<file path="config.mk">
export PLATFORM = sky130hd
export DESIGN_NAME = level_sequencer
export DESIGN_NICKNAME = d
export VERILOG_FILES = /design/src/rtl/level_sequencer.sv
export SDC_FILE = /design/constraint.sdc
export NUM_CORES = 1
export LEC_CHECK = 0
export ABC_CLOCK_PERIOD_IN_PS = 3400
export CORE_MARGIN = 2
export CORE_UTILIZATION = 54
export DETAILED_ROUTE_END_ITERATION = 8
export GPL_TIMING_DRIVEN = 0
export MAX_ROUTING_LAYER = met4
export PLACE_DENSITY_LB_ADDON = 0.12
export SYNTH_ARGS = -nofsm -noshare
export SYNTH_HDL_FRONTEND = slang
export SYNTH_SLANG_ARGS = --single-unit
</file>
<file path="constraint.sdc">
create_clock -name CLK -period 3.4 [get_ports CLK]
set_clock_uncertainty 0.15 [all_clocks]
set_input_delay 1.02 -clock CLK [delete_from_list [all_inputs] [get_ports CLK]]
set_output_delay 1.02 -clock CLK [all_outputs]
set_load 0.03 [all_outputs]
</file>
<file path="src/rtl/level_sequencer.sv">
// level_sequencer: START -> NUM_LEVELS play levels -> END, driven by edge-detected keys and collisions.
// Define LEVEL_SEQ_CHEAT_KEYS_EN to enable per-level skip keys (KEY_SKIP0+k) while in PLAY.
module level_sequencer #(
    parameter int unsigned NUM_LEVELS  = 8,
    parameter int unsigned HOLD_CYCLES = 1024,
    parameter int unsigned HEX_W       = 4,
    parameter logic [7:0]  KEY_START   = 8'h2C,
    parameter logic [7:0]  KEY_RESTART = 8'h15,
    parameter logic [7:0]  KEY_SKIP0   = 8'h1E
) (
    input  logic                                                   CLK,
    input  logic                                                   reset,
    input  logic [7:0]                                             keycode0,
    input  logic [7:0]                                             keycode1,
    input  logic                                                   ts_collide,
    input  logic                                                   bs_collide,
    output logic [NUM_LEVELS+1:0]                                  background_number,
    output logic [((NUM_LEVELS > 1) ? $clog2(NUM_LEVELS) : 1)-1:0] level_idx,
    output logic [HEX_W-1:0]                                       HEXstate,
    output logic                                                   level_changed
);
    localparam int unsigned LVL_W = (NUM_LEVELS > 1) ? $clog2(NUM_LEVELS) : 1;
    localparam int unsigned BG_W  = NUM_LEVELS + 2;
    localparam int unsigned CD_W  = $clog2(HOLD_CYCLES) + 1;
    localparam logic [LVL_W-1:0] LAST_LVL = LVL_W'(NUM_LEVELS - 1);
    localparam logic [CD_W-1:0]  CD_LOAD  = CD_W'(HOLD_CYCLES - 1);

    typedef enum logic [1:0] {
        ST_START = 2'd0,
        ST_PLAY  = 2'd1,
        ST_END   = 2'd2
    } state_t;

    state_t            state_q, state_d;
    logic [LVL_W-1:0]  level_q, level_d;
    logic [CD_W-1:0]   cooldown_q, cooldown_d;
    logic              level_changed_q, level_changed_d;
    logic              ts_prev_q, bs_prev_q, start_prev_q, restart_prev_q;
    logic              start_hit, restart_hit;
    logic              ts_evt, bs_evt, start_press, restart_press;
    logic              level_ok, change;
    logic              skip_valid;
    logic [LVL_W-1:0]  skip_target;

    assign start_hit     = (keycode0 == KEY_START) || (keycode1 == KEY_START);
    assign restart_hit   = (keycode0 == KEY_RESTART) || (keycode1 == KEY_RESTART);
    assign start_press   = start_hit && !start_prev_q;
    assign restart_press = restart_hit && !restart_prev_q;
    assign ts_evt        = ts_collide && !ts_prev_q;
    assign bs_evt        = bs_collide && !bs_prev_q;
    assign level_ok      = 32'(level_q) < NUM_LEVELS;

`ifdef LEVEL_SEQ_CHEAT_KEYS_EN
    logic [NUM_LEVELS-1:0] skip_prev_q, skip_hit;

    // Lowest-numbered newly pressed skip key that targets a different level wins.
    always_comb begin
        skip_valid  = 1'b0;
        skip_target = '0;
        for (int unsigned k = 0; k < NUM_LEVELS; k++) begin
            skip_hit[k] = (keycode0 == KEY_SKIP0 + 8'(k)) || (keycode1 == KEY_SKIP0 + 8'(k));
            if (!skip_valid && skip_hit[k] && !skip_prev_q[k] && (LVL_W'(k) != level_q)) begin
                skip_valid  = 1'b1;
                skip_target = LVL_W'(k);
            end
        end
    end
`else
    assign skip_valid  = 1'b0;
    assign skip_target = '0;
`endif

    always_comb begin
        state_d = state_q;
        level_d = '0;
        case (state_q)
            ST_START: begin
                if (start_press) state_d = ST_PLAY;
            end
            ST_PLAY: begin
                level_d = level_q;
                if (!level_ok) begin
                    state_d = ST_START;
                    level_d = '0;
                end else if (skip_valid) begin
                    level_d = skip_target;
                end else if (cooldown_q == '0) begin
                    if (ts_evt && !bs_evt) begin
                        if (level_q == LAST_LVL) begin
                            state_d = ST_END;
                            level_d = '0;
                        end else begin
                            level_d = level_q + 1'b1;
                        end
                    end else if (bs_evt && !ts_evt && (level_q != '0)) begin
                        level_d = level_q - 1'b1;
                    end
                end
            end
            ST_END: begin
                if (restart_press) state_d = ST_START;
            end
            default: state_d = ST_START;
        endcase

        change          = (state_d != state_q) || (level_d != level_q);
        level_changed_d = change;
        if (state_d == ST_START)      cooldown_d = '0;
        else if (change)              cooldown_d = CD_LOAD;
        else if (cooldown_q != '0)    cooldown_d = cooldown_q - 1'b1;
        else                          cooldown_d = cooldown_q;
    end

    always_ff @(posedge CLK or posedge reset) begin
        if (reset) begin
            state_q         <= ST_START;
            level_q         <= '0;
            cooldown_q      <= '0;
            level_changed_q <= 1'b0;
            ts_prev_q       <= 1'b0;
            bs_prev_q       <= 1'b0;
            start_prev_q    <= 1'b0;
            restart_prev_q  <= 1'b0;
`ifdef LEVEL_SEQ_CHEAT_KEYS_EN
            skip_prev_q     <= '0;
`endif
        end else begin
            state_q         <= state_d;
            level_q         <= level_d;
            cooldown_q      <= cooldown_d;
            level_changed_q <= level_changed_d;
            ts_prev_q       <= ts_collide;
            bs_prev_q       <= bs_collide;
            start_prev_q    <= start_hit;
            restart_prev_q  <= restart_hit;
`ifdef LEVEL_SEQ_CHEAT_KEYS_EN
            skip_prev_q     <= skip_hit;
`endif
        end
    end

    // Illegal encodings decode as START so the select stays one-hot until recovery.
    always_comb begin
        background_number = BG_W'(1);
        HEXstate          = '0;
        level_idx         = '0;
        case (state_q)
            ST_PLAY: begin
                if (level_ok) begin
                    background_number = BG_W'(2) << level_q;
                    HEXstate          = HEX_W'(level_q) + HEX_W'(1);
                    level_idx         = level_q;
                end
            end
            ST_END: begin
                background_number = BG_W'(1) << (BG_W - 1);
                HEXstate          = HEX_W'(NUM_LEVELS + 1);
            end
            default: ;
        endcase
    end

    assign level_changed = level_changed_q;

endmodule

</file>
==> impl_metrics.py <==
metrics = {
    "synth": {
        "synth.ff_latch_count": 21,
        "yosysWarnings": 0,
        "synth.avg_cell_area_um2": 8.70,
        "synth_area_leaders": "dfrtp_1 (32%), ha_1 (9.9%), nand2_1 (5.3%)",
        "syn_inst": 188,
        "synth_ff_type": "dfrtp_1",
        "netlist-cell-type-count": 45,
        "synth.most_common_cell": "nand2_1",
        "synth_edf_count": 0,
        "yosys-top-cells-count": "nand2_1 (23), dfrtp_1 (21), nor2_1 (18)",
        "synth_seq_area_share": 0.321,
        "syn_nets": 221,
        "synth_area_um2": 1640,
        "netlist.area_leader.share": 0.321,
        "yosysTopAreaCell": "dfrtp_1",
        "synthArstFlopShare": 1.00,
    },
    "setup_path": {
        "crit_path_max_fanout": 10,
        "cp-start-kind": "flop",
        "critical_path_class": "flop to output port",
        "crit_start": "state_q[1]",
        "cp.arrival_ps": 2100,
        "r2r-start": "level_q[0]",
        "crit_path_end_kind": "output port",
        "required_ps": 2230,
    },
    "clocking": {
        "clock_sinks": 21,
        "htree_levels": 1,
        "path_clk_slew_ps": 110,
        "tritoncts": "done",
        "root_buffer": "clkbuf_4",
        "clock_latency_ps": 300,
        "cts_made_buffers": 3,
        "cts.path.max_buffers": 2,
    },
    "floorplanning": {
        "die_x_um": 59.0,
        "core_area_um2": 2810,
        "start_util": 0.583,
        "die-height_um": 59.0,
        "die_area_um2": 3480,
        "fp-row-count": 19,
        "ios": 38,
    },
    "placed_design": {
        "dp.cells": 256,
        "port_buffers": 37,
        "routabilityCongestion": 0.924,
        "place_hpwl_um": 3010,
    },
    "sta": {
        "fmax_mhz": 306,
        "holdWs_ps": 500,
        "slew_headroom": 0.489,
        "rsz0062_at_grt": "no",
        "drv_slew": 0,
        "period_share": 0.962,
        "min_period_ps": 3270,
        "tightest_slew_ps": 765,
        "setup_viol": 0,
        "finalHoldViolCount": 0,
        "fin_tns_setup_ps": 0,
    },
    "worst_hold_path": {
        "min_from": "cooldown_q[8]",
        "hp-class": "flop to flop",
    },
    "global_routing": {
        "grt_use_met1": 0.281,
        "gr-total-overflow": 0,
        "grt_pass1_wl_um": 6030,
        "met2_usage": 0.395,
        "grt_use_met3": 0.0502,
        "grt_max_degree": 22,
        "antenna_found_initial": 0,
        "grt_busiest_layer": "met2",
        "grt_pass1_vias": 1416,
        "grt_util_all_layers": 0.229,
    },
    "final_layout": {
        "area_growth_pct": 26.9,
        "insertedDiodeCount": 0,
        "drive_gt1_frac": 0.131,
        "fin_cells": 260,
        "fin_util": 0.740,
        "nets": 263,
    },
    "run_status": {
        "status": "complete, no violations",
    },
    "flow_run": {
        "drv_cap": 0,
    },
    "detailed_routing": {
        "vias": 1488,
        "remaining_drc_errors": 0,
        "finalWirelength_um": 3780,
        "viasPerCell": 5.72,
        "wl_per_cell_um": 14.5,
        "antenna_left": 0,
        "drt-initial-drc-count": 92,
        "drtPass1Iterations": 4,
    },
    "pwr": {
        "total_leakage_power_nw": 0.968,
        "vdd_ir_drop_max_mv": 1.36,
        "powerDensity_nw_per_um2": 1020,
    },
}
==> cell usage in the layout (no fill, tap or decap), types with 2 or more instances in the layout <==
cell | netlist | layout
a31oi_1 | 10 | 10
and2_1 | 2 | 2
a21oi_1 | 7 | 7
nor3_1 | 7 | 7
o22ai_1 | 2 | 2
clkbuf_4 | 0 | 4
xor2_1 | 4 | 4
a211oi_1 | 3 | 3
nand2_1 | 23 | 23
buf_2 | 3 | 3
nor3_2 | 2 | 2
nor3b_1 | 3 | 3
nand4_1 | 6 | 6
dlygate4sd2_1 | 0 | 7
dlymetal6s2s_1 | 0 | 3
and3_1 | 4 | 4
nand3_1 | 4 | 4
nor2b_1 | 2 | 2
xnor2_1 | 2 | 2
or3_1 | 2 | 2
nor4b_2 | 2 | 2
dfrtp_1 | 21 | 20
nor2_1 | 18 | 18
buf_6 | 3 | 3
o21ai_0 | 7 | 7
clkdlybuf4s15_2 | 0 | 2
clkdlybuf4s50_1 | 0 | 23
ha_1 | 13 | 13
o221ai_2 | 2 | 2
inv_1 | 15 | 14
a22oi_1 | 2 | 2
==> area by class of cell <==
| cell class | instances | area, um^2 |
|---|---|---|
| repair buffers | 37 | 372 |
| well taps | 31 | 38.8 |
| fillers | 216 | 729 |
| clock buffers | 4 | 26.3 |
| inverters | 15 | 56.3 |
| plain buffers | 8 | 63.8 |
| flip-flops and latches | 21 | 527 |
| multi-input cells | 144 | 992 |
==> flip-flops by register name, summed over array words and instances (netlist names) <==
signal and flops:
bs_prev_q 1, cooldown_q 11, level_changed 1, level_q 3, restart_prev_q 1, start_prev_q 1
state_q 2, ts_prev_q 1
==> per-layer routing <==
metal  share of wire  vias to the layer above
met3           0.038                        2
met1            0.46                      694
met2            0.50                       34
met4          0.0026                        0
met5               0                        -
li1                -                      758
==> worst max-delay path: stages (launching register included) <==
cell and delay [ps]:
dfrtp_2 460, inv_2 110, ha_1 150, clkbuf_4 190
inv_1 100, buf_6 150, nor2_1 130, a31oi_1 100
nor2_1 90, clkdlybuf4s18_2 300
==> path summary, 6_finish.rpt <==
| path | end | slack (ps) | depth (start not counted) |
|---|---|---|---|
| setup / recovery | HEXstate[3] | 130 | 9 |
| hold / removal | cooldown_q[8] | 500 | 2 |
| setup reg to reg | cooldown_q[1] | 820 | 9 |
| hold reg to reg | cooldown_q[8] | 500 | 2 |
| max in group asynchronous | state_q[1] | 1580 | 2 |
| min in group asynchronous | cooldown_q[9] | 990 | 2 |
==> repair_timing <==
item                       in CTS  in global routing
pin swaps                       0                  0
buffers inserted                0                  0
setup endpoints to repair      11                  9
resized for setup              18                  7
hold buffers                    0                  0
==> cell families after synthesis <==
kind of cell / after synthesis / share of synthesized area
buffers and inverters: 23 / 0.0719
AO/OA/AOI/OAI: 42 / 0.186
AND/OR/NAND/NOR: 83 / 0.289
XOR/XNOR: 6 / 0.0321
adder cells (fa/ha/maj): 13 / 0.0995
flip-flops: 21 / 0.321
==> where the power goes <==
group          switching [mW]  internal, mW  total (mW)
clock network          0.0724        0.0458       0.118
registers              0.0821         0.317       0.399
logic                   0.936         0.663        1.60
total                    1.09          1.03        2.12
==> metrics by stage <==
| stage | power (mW) | area, um^2 | setup WS (ps) |
|---|---|---|---|
| 2_1_floorplan | 1.65 | 1640 | 113 |
| 3_3_place_gp | 1.91 | 2040 | 16.7 |
| 3_5_place_dp | 1.97 | 2040 | -38.9 |
| 4_1_cts | 2.10 | 2070 | 46.6 |
| 5_1_grt | 2.29 | 2080 | 5.72 |
| 6_report | 2.12 | 2080 | 130 |
(Power assumes the default switching activity.)
